$ cat config.mk
export PLATFORM = sky130hd
export DESIGN_NAME = seq_pattern_tx
export DESIGN_NICKNAME = d
export VERILOG_FILES = /design/src/rtl/seq_tx_pkg.sv /design/src/rtl/seq_pattern_tx_bit_tick_gen.sv /design/src/rtl/seq_pattern_tx.sv
export SDC_FILE = /design/constraint.sdc
export NUM_CORES = 1
export LEC_CHECK = 0
export CORE_MARGIN = 10
export CORE_UTILIZATION = 50
export DETAILED_ROUTE_END_ITERATION = 8
export GPL_TIMING_DRIVEN = 0
export PLACE_DENSITY = 0.73
export SYNTH_ARGS = -nofsm -noshare
export SYNTH_HDL_FRONTEND = slang
export SYNTH_SLANG_ARGS = --single-unit
$ cat constraint.sdc
create_clock -name clk_i -period 5 [get_ports clk_i]
set_input_delay 0.75 -clock clk_i [delete_from_list [all_inputs] [get_ports clk_i]]
set_output_delay 0.75 -clock clk_i [all_outputs]
set_load 0.02 [all_outputs]
$ cat src/rtl/seq_tx_pkg.sv
// ============================================================================
// Module  : seq_tx_pkg
// Purpose : Shared types and constants for the serial pattern transmitter
//           and the detector-side benches that consume its stream.
// Contents: tx_state_e  - transmitter state encoding (2 bits)
//           LINE_IDLE   - level driven on the serial line when not sending
// Revision: 1.0 - initial release
// ============================================================================
`default_nettype none

package seq_tx_pkg;

    typedef enum logic [1:0] {
        IDLE   = 2'd0,
        SHIFT  = 2'd1,
        PARITY = 2'd2,
        DONE   = 2'd3
    } tx_state_e;

    localparam logic LINE_IDLE = 1'b0;

endpackage : seq_tx_pkg

`default_nettype wire

$ cat src/rtl/seq_pattern_tx_bit_tick_gen.sv
// ============================================================================
// Module  : bit_tick_gen
// Purpose : Bit-period prescaler. Counts 0..DIV-1 while enabled and flags the
//           last cycle of each bit period so the owner can advance a bit.
// Ports   : clk_i      - clock, posedge
//           rst_ni     - synchronous active-low reset
//           clr_i      - synchronous clear (frame start / idle)
//           en_i       - count enable (a bit is on the line)
//           bit_end_o  - high during the final cycle of a bit period
// Revision: 1.0 - initial release
// ============================================================================
`default_nettype none

module bit_tick_gen
    import seq_tx_pkg::*;
#(
    parameter int DIV = 4
) (
    input  logic clk_i,
    input  logic rst_ni,
    input  logic clr_i,
    input  logic en_i,
    output logic bit_end_o
);

    // DIV=1 still needs a legal (1-bit) counter that simply stays at zero.
    localparam int CW = (DIV > 1) ? $clog2(DIV) : 1;
    localparam logic [CW-1:0] c_LAST = CW'(DIV - 1);

    logic [CW-1:0] cnt_q;
    logic [CW-1:0] cnt_d;

    always_comb begin
        cnt_d = cnt_q;
        if (clr_i) begin
            cnt_d = '0;
        end else if (en_i) begin
            cnt_d = (cnt_q == c_LAST) ? '0 : cnt_q + 1'b1;
        end
    end

    always_ff @(posedge clk_i) begin
        if (!rst_ni) begin
            cnt_q <= '0;
        end else begin
            cnt_q <= cnt_d;
        end
    end

    assign bit_end_o = en_i && (cnt_q == c_LAST);

endmodule : bit_tick_gen

`default_nettype wire

$ cat src/rtl/seq_pattern_tx.sv
// ============================================================================
// Module  : seq_pattern_tx
// Purpose : Serial pattern transmitter. Captures a parallel pattern of
//           programmable length and shifts it out MSB-first, holding each
//           bit for DIV clocks, with a Start/Busy/Done handshake.
// Ports   : clk_i    - clock, posedge
//           rst_ni   - synchronous active-low reset
//           start_i  - send request, sampled only in IDLE
//           data_i   - pattern; bit len-1 is sent first
//           len_i    - number of bits to send (clamped to WIDTH, 0 ignored)
//           out1_o   - serial line, idles low
//           busy_o   - frame in progress
//           done_o   - one-cycle end-of-frame pulse
// Config  : `define PARITY_EN adds an even-parity bit after the data bits.
// Revision: 1.0 - initial release
// ============================================================================
`default_nettype none

module seq_pattern_tx
    import seq_tx_pkg::*;
#(
    parameter int WIDTH = 8,
    parameter int DIV   = 4
) (
    input  logic                       clk_i,
    input  logic                       rst_ni,
    input  logic                       start_i,
    input  logic [WIDTH-1:0]           data_i,
    input  logic [$clog2(WIDTH+1)-1:0] len_i,
    output logic                       out1_o,
    output logic                       busy_o,
    output logic                       done_o
);

    localparam int LW = $clog2(WIDTH + 1);
    localparam logic [LW-1:0] c_MAX_LEN = LW'(WIDTH);

    tx_state_e        state_q, state_d;
    logic [WIDTH-1:0] shreg_q, shreg_d;
    logic [LW-1:0]    bits_q,  bits_d;
    logic             out1_q,  out1_d;
    logic             busy_q,  busy_d;
    logic             done_q,  done_d;
`ifdef PARITY_EN
    logic             par_q,   par_d;
`endif

    logic [LW-1:0]    w_eff_len;
    logic [WIDTH-1:0] w_aligned;
    logic             w_bit_end;

    // Left-align the pattern so the first bit to send always sits at the MSB;
    // the unused low bits are zero, which also makes ^w_aligned the parity.
    assign w_eff_len = (len_i > c_MAX_LEN) ? c_MAX_LEN : len_i;
    assign w_aligned = data_i << (c_MAX_LEN - w_eff_len);

    bit_tick_gen #(
        .DIV (DIV)
    ) u_tick (
        .clk_i     (clk_i),
        .rst_ni    (rst_ni),
        .clr_i     (state_q == IDLE),
        .en_i      ((state_q == SHIFT) || (state_q == PARITY)),
        .bit_end_o (w_bit_end)
    );

    // Outputs are computed one cycle ahead and registered, so the line
    // reflects the state that is entered at the same edge.
    always_comb begin
        state_d = state_q;
        shreg_d = shreg_q;
        bits_d  = bits_q;
        out1_d  = LINE_IDLE;
        busy_d  = 1'b1;
        done_d  = 1'b0;
`ifdef PARITY_EN
        par_d   = par_q;
`endif
        case (state_q)
            IDLE: begin
                busy_d = 1'b0;
                if (start_i && (len_i != '0)) begin
                    state_d = SHIFT;
                    shreg_d = w_aligned;
                    bits_d  = w_eff_len;
                    out1_d  = w_aligned[WIDTH-1];
                    busy_d  = 1'b1;
`ifdef PARITY_EN
                    par_d   = ^w_aligned;
`endif
                end
            end
            SHIFT: begin
                out1_d = out1_q;
                if (w_bit_end) begin
                    if (bits_q == LW'(1)) begin
`ifdef PARITY_EN
                        state_d = PARITY;
                        out1_d  = par_q;
`else
                        state_d = DONE;
                        done_d  = 1'b1;
                        out1_d  = LINE_IDLE;
`endif
                    end else begin
                        shreg_d = shreg_q << 1;
                        bits_d  = bits_q - 1'b1;
                        out1_d  = shreg_q[WIDTH-2];
                    end
                end
            end
            PARITY: begin
                out1_d = out1_q;
                if (w_bit_end) begin
                    state_d = DONE;
                    done_d  = 1'b1;
                    out1_d  = LINE_IDLE;
                end
            end
            DONE: begin
                state_d = IDLE;
                busy_d  = 1'b0;
            end
            default: begin
                state_d = IDLE;
                busy_d  = 1'b0;
            end
        endcase
    end

    always_ff @(posedge clk_i) begin
        if (!rst_ni) begin
            state_q <= IDLE;
            shreg_q <= '0;
            bits_q  <= '0;
            out1_q  <= LINE_IDLE;
            busy_q  <= 1'b0;
            done_q  <= 1'b0;
`ifdef PARITY_EN
            par_q   <= 1'b0;
`endif
        end else begin
            state_q <= state_d;
            shreg_q <= shreg_d;
            bits_q  <= bits_d;
            out1_q  <= out1_d;
            busy_q  <= busy_d;
            done_q  <= done_d;
`ifdef PARITY_EN
            par_q   <= par_d;
`endif
        end
    end

    assign out1_o = out1_q;
    assign busy_o = busy_q;
    assign done_o = done_q;

endmodule : seq_pattern_tx

`default_nettype wire

; After elaboration in Yosys (flattened, before gate mapping)
; Index checks and enable logic that the tools add are counted.
[word_totals]
regBits = 18
input_bits = 15
output_inout_bits = 3
word_cells = 59
[classes]
add_sub_neg = 3
n_lt_le_gt_ge = 1
n_eq_ne = 10
n_shift = 1
muxes = 26
bitwise_logic = 1
reduce_logical = 10
[op_table]
columns = op, count
row1 = $mux W7, 3
row2 = $mux W4, 4
row3 = $pmux W7 S2, 1
row4 = $mux W2, 5
row5 = $mux W1, 8
row6 = $pmux W2 S4, 1
row7 = $pmux W4 S2, 1
row8 = $reduce_and A4 Y1, 2
row9 = $shl A8 B4 Y8, 1
row10 = $eq A2 B2 Y1 const B, 3
row11 = $ne A2 B1 Y1 const B, 3
row12 = $eq A4 B1 Y1 const B, 1
row13 = $gt A4 B4 Y1 const B, 1
row14 = $ne A2 B2 Y1 const B, 2
row15 = $pmux W1 S2, 2
row16 = $reduce_bool A4 Y1, 1
row17 = $sub A4 B1 Y4 const B, 1
row18 = $sub A4 B4 Y4 const A, 1
row19 = $pmux W1 S3, 1
row20 = $add A2 B1 Y2 const B, 1
row21 = $eq A2 B1 Y1 const B, 1
row22 = $logic_and A1 B1 Y1, 2
row23 = $logic_not A2 Y1, 1
row24 = $reduce_and A2 Y1, 1
row25 = other kinds (4), 4

; Depth between registers and ports, before layout
; Gate-level depths: netlist (run 1).
[logic_depth]
word_depth = 6
mapped_depth = 10
depth_no_buf = 7

; Modules after synthesis
; Synthesis (run 1) repeated with hierarchy kept, for this count alone.
[unflattened]
cells_unflattened = 137
area_unflattened_um2 = 1228.7
[by_module_without_submodules]
columns = module, instances, cells_each, area_per_inst_um2, seq_area_each_um2
row1 = seq_pattern_tx, 1, 127, 1126.1, 320.3
row2 = bit_tick_gen, 1, 10, 102.6, 40.0

; Least setup slack after synthesis (run 1)
; No wires, ideal clock.
[synth_path]
path_type = in2reg
start = input len_i[3]
end = register shreg_q[6]
setup_time_ns = 0.137
arrival_ns = 2.348
t_required_ns = 4.863
setup_slack_ns = 2.515
stages = 9
path_buffers = 3
cell_sequence = buf_6 -> nor2b_4 -> buf_6 -> inv_2 -> ha_1 -> buf_2 -> mux4_2 -> a22oi_1 -> a311oi_1
[synth_between]
elab_chain_len = 6
word_cells_on_any_way = 10
cone_classes = 1 x add/sub / 1 x order compare / 1 x eq/ne / 1 x shift / 3 x mux / 3 x reduce/logical
[synth_lines]
columns = element, line
row1 = start: declaration, seq_pattern_tx.sv:29  ; input logic [$clog2(WIDTH+1)-1:0] len_i,
row2 = $gt A4 B4 Y1, seq_pattern_tx.sv:54  ; assign w_eff_len = (len_i > c_MAX_LEN) ? c_MAX_LEN : len_i;
row3 = $mux W4, seq_pattern_tx.sv:54
row4 = $sub A4 B4 Y4, seq_pattern_tx.sv:55  ; assign w_aligned = data_i << (c_MAX_LEN - w_eff_len);
row5 = $shl A8 B4 Y8, seq_pattern_tx.sv:55
row6 = $mux W7, seq_pattern_tx.sv:82  ; if (start_i && (len_i != '0)) begin
row7 = $pmux W7 S2, seq_pattern_tx.sv:79  ; case (state_q)
row8 = end signal: assignment, seq_pattern_tx.sv:144  ; shreg_q <= shreg_d;
row9 = end: declaration, seq_pattern_tx.sv:39  ; logic [WIDTH-1:0] shreg_q, shreg_d;
; Several ways; a longest one is shown, not always the timed one. The select of a mux whose other input is x is not followed.
; A chain may end at the register's enable or synchronous reset.

; Worst setup path after layout (run 1)
[layout_path]
start = input len_i[0]
end = register shreg_q[6]
; The elaborated chain is that of the path after synthesis.

==> results of run 1 <==
## stage by stage
step	power, W	worst slack (ns)	hold slack [ns]	util, %	std cells
5_1_grt	0.0008519	1.957	0.5282	63.42	197
3_3_place_gp	0.0006746	1.829	0.4662	62.00	193
4_1_cts	0.0007864	2.106	0.4937	63.42	197
3_5_place_dp	0.0006938	1.789	0.4756	62.00	193
2_1_floorplan	0.0005825	2.515	0.4493	-	147
6_report	0.0007866	2.098	0.4922	63.42	197
## worst min path at each step
stage	from	endpoint	slack (ns)	cells after the start
5_1_grt	shreg_q[0]	shreg_q[0]	0.53	2
3_3_place_gp	shreg_q[4]	shreg_q[5]	0.47	2
4_1_cts	shreg_q[0]	shreg_q[0]	0.49	2
6_report	shreg_q[0]	shreg_q[0]	0.49	2
2_1_floorplan	shreg_q[0]	shreg_q[0]	0.45	2
3_5_place_dp	shreg_q[0]	shreg_q[0]	0.48	2
## layer usage
metal  routed length, um  GRT usage [%]  vias up
li1                    -              -      608
met1                1458          15.02      607
met2                1667          22.64       36
met3                 197          3.673       14
met4                 112          5.907        0
met5                   0              0        -
## report_power, final
| part | switching [W] | leakage [nW] | internal, W |
|---|---|---|---|
| Sequential | 0.0000370 | 0.148 | 0.000195 |
| Combinational | 0.000268 | 0.434 | 0.000195 |
| Clock | 0.0000477 | 0.0210 | 0.0000445 |
## sequential cells by signal, indices dropped and copies added (netlist names)
register	count
out1_o	1
done_o	1
bits_q	4
state_q	2
u_tick.cnt_q	2
busy_o	1
shreg_q	7
## cells in the mapped netlist, drive strengths merged
library cell | number | area share (%)
a2111oi | 1 | 0.73
a211oi | 5 | 3.4
a21boi | 1 | 0.54
a21o | 1 | 0.54
a21oi | 12 | 4.4
a221oi | 3 | 4.1
a22oi | 4 | 2.2
a311o | 1 | 0.82
a311oi | 4 | 3.0
a32o | 1 | 0.73
a32oi | 2 | 1.3
and2 | 2 | 1.1
and3 | 2 | 0.91
and3b | 1 | 0.63
buf | 7 | 3.9
clkbuf | 1 | 0.27
dfxtp | 18 | 26
ha | 8 | 7.3
inv | 10 | 2.7
mux2 | 2 | 1.6
mux2i | 5 | 3.6
mux4 | 4 | 6.5
nand2 | 9 | 2.6
nand2b | 2 | 1.5
nand3 | 4 | 1.5
nand4 | 1 | 0.45
nand4bb | 1 | 0.82
nor2 | 8 | 2.7
nor2b | 4 | 2.4
nor3 | 3 | 1.1
nor3b | 2 | 1.1
nor4 | 1 | 0.45
o211ai | 2 | 1.1
o21ai | 4 | 1.5
o21bai | 1 | 0.54
o22a | 1 | 0.73
o22ai | 4 | 1.8
o31ai | 2 | 1.1
o41ai | 1 | 1.2
or3b | 1 | 0.63
xnor2 | 1 | 0.63
## cells by family after synthesis
group	count (synthesis)	share of synthesized area (%)
compound gates	50	29.56
xor+xnor	1	0.6347
fa+ha+maj	8	7.253
buf+inv	18	6.889
flops	18	26.11
mux	11	11.79
simple gates	41	17.77
## area by class of cell
| type | instances | area (um^2) | share of cell area, % |
|---|---|---|---|
| clock buffers | 4 | 36.28 | 2.248 |
| repair buffers | 16 | 160.2 | 9.922 |
| multi-input cells | 111 | 924.6 | 57.29 |
| well taps | 30 | 37.54 | 2.326 |
| flip-flops and latches | 18 | 360.3 | 22.33 |
| plain buffers | 8 | 57.56 | 3.566 |
| inverters | 10 | 37.54 | 2.326 |
## worst max-delay path: cells and delay by family
kind,cells,cell delay (ns)
AO/OA/AOI/OAI,2,0.29
buffers and inverters,4,1.04
AND/OR/NAND/NOR,1,0.19
adder cells (fa/ha/maj),1,0.28
multiplexers,1,0.53
==> summary.md, run 1 <==
| Metric | Value |
|---|---|
| Clock-pin slew on the worst setup and hold paths | `between 0.1 and 0.15 ns` |
| Clock buffer count from CTS | `3` |
| Detail Route Antenna Nets | `0` |
| CP max stage delay | `0.59 ns` |
| Cts repair resizes | `0` |
| RSZ-0062 raised after global routing | `false` |
| H-tree depth | `1` |
| Starting Density | `54.23%` |
| Number of global-route vias before repair | `1301` |
| Commonest non-fill, non-tap cell in the layout | `dfxtp_1` |
| Die footprint | `roughly 5300 um^2` |
| Tightest Pin Transition | `around 0.52 ns` |
| Crit path time final | `2.902 ns` |
| Crit path kind | `primary input to flip-flop` |
| Status | `completed` |
| Static leakage | `roughly 0.6 nW` |
| DR vias | `roughly 1300` |
| Syn Area/Cell | `9.388 um^2` |
| Skew final | `between 0.001 and 0.0015 ns` |
| Min-Delay Path Class | `flip-flop to flip-flop` |
| Post-Route WL | `between 3000 and 4000 um` |
| Die Y | `approximately 73 um` |
| Io pins | `18` |
| Final Slew Violations | `0` |
| DR iter-0 viols | `103` |
| Fill count | `roughly 230` |
| RePlAce Congestion | `0.8033` |
| Post-synth net total | `170` |
| Post-synthesis instance total | `147` |
| Dpl hpwl | `around 2700 um` |
| Post-route cell area | `1614 um^2` |
| # hold bufs at CTS | `0` |
| Max-cap violations | `0` |
| Seq cells post-synth | `18` |
| CTS Buffer Depth | `2` |
| Clock Tree Root | `clkbuf_4` |
| Setup violators final | `0` |
| First-pass GRT wire length | `~5800 um` |
| Pwr Density | `about 490 nW/um^2` |
| DR DRC count | `0` |
| Worst Setup EP | `shreg_q[6]` |
| Detailed Routing Iterations Pass 1 | `4` |
| Clock latency at the later pin of the worst-skew pair | `0.30 ns` |
| Reg2reg setup slack | `about 3.1 ns` |
| Routed len/inst | `about 17 um` |
| Most frequent cells in the layout | `dfxtp_1 (18), clkdlybuf4s50_1 (16), a21oi_1 (12), inv_1 (9)` |
| Post-Syn Area | `1380 um^2` |
| Fmax | `between 300 and 400 MHz` |
| Die W | `between 70 and 80 um` |
| Master of the slowest instance on the critical path | `clkdlybuf4s50_1` |
| Syn. warnings | `0` |
| Worst r2r path cells | `7` |
| Initial antenna violation count | `0` |
| CORE AREA | `2545 um^2` |
| Number of placement rows | `18` |
| Register area share after synthesis | `26.11%` |
| Area growth from synthesis to layout | `16.95%` |
| CP endpoint kind | `flip-flop` |
| Setup TNS | `0 ns` |
| Critical path origin | `len_i[0]` |
| CP Data Required Time | `between 5 and 6 ns` |
| Dpl cell area | `1578 um^2` |
| ANT cells | `0` |
| Arrival time worst endpoint | `a little over 3 ns` |
| Layout cell share with drive strength beyond 1 | `18.56%` |
| Clock sinks | `18` |
| Startpoint types | `primary input` |
| Worst r2r src | `state_q[0]` |
| Total GRT Usage | `between 10% and 20%` |
| Largest net degree at the start of global routing | `11` |
| Post-CTS Setup Inserts | `0` |
| Crit-path max FO | `10` |
| Via density | `6.421` |
| Synth unique cells | `52` |
| Slew headroom | `roughly 66%` |
| Max VDD drop | `roughly 400 uV` |
| Final nets | `around 190` |
| CP Cell Sequence | `clkdlybuf4s50_1, nor2b_4, buf_6, inv_2, ha_1, buf_2, mux4_2, a22oi_1, a311oi_1` |
| TritonCTS clock tree | `done` |
| Total gr overflow | `0` |
| RR Endpoint | `bits_q[0]` |
| Hold Violations, Final | `0` |
| Fin crit share | `58.04%` |
| Quantity of I/O buffers inserted on ports | `16` |
Power figures use the tool's default switching activity.
==> run 2, diff against run 1 <==
==> constraint.sdc (replaced) <==
create_clock -name clk_i -period 2.7 [get_ports clk_i]
set_input_delay 0.405 -clock clk_i [delete_from_list [all_inputs] [get_ports clk_i]]
set_output_delay 0.405 -clock clk_i [all_outputs]
set_load 0.02 [all_outputs]
==> results of run 2 <==
The final DEF is identical to that of run 1. Status: completed.
Main changes from that run: setup slack after placement 1.789 ns -> -0.1663 ns; setup slack after layout 2.098 ns -> 0.1431 ns; register-to-register setup slack 3.10 ns -> 0.80 ns; total power 0.0007866 W -> 0.001457 W; worst IR drop on VDD 395.8 uV -> 732.9 uV
==> run 3, diff against run 2 <==
--- a/config.mk
+++ b/config.mk
@@ -5,6 +5,7 @@
 export SDC_FILE = /design/constraint.sdc
 export NUM_CORES = 1
 export LEC_CHECK = 0
+export CAP_MARGIN = 10
 export CORE_MARGIN = 10
 export CORE_UTILIZATION = 50
 export DETAILED_ROUTE_END_ITERATION = 8
==> results of run 3 <==
The final DEF is identical to that of run 1. Status: completed.
Main changes from that run: setup slack after placement 1.789 ns -> -0.1663 ns; setup slack after layout 2.098 ns -> 0.1431 ns; register-to-register setup slack 3.10 ns -> 0.80 ns; total power 0.0007866 W -> 0.001457 W; worst IR drop on VDD 395.8 uV -> 732.9 uV
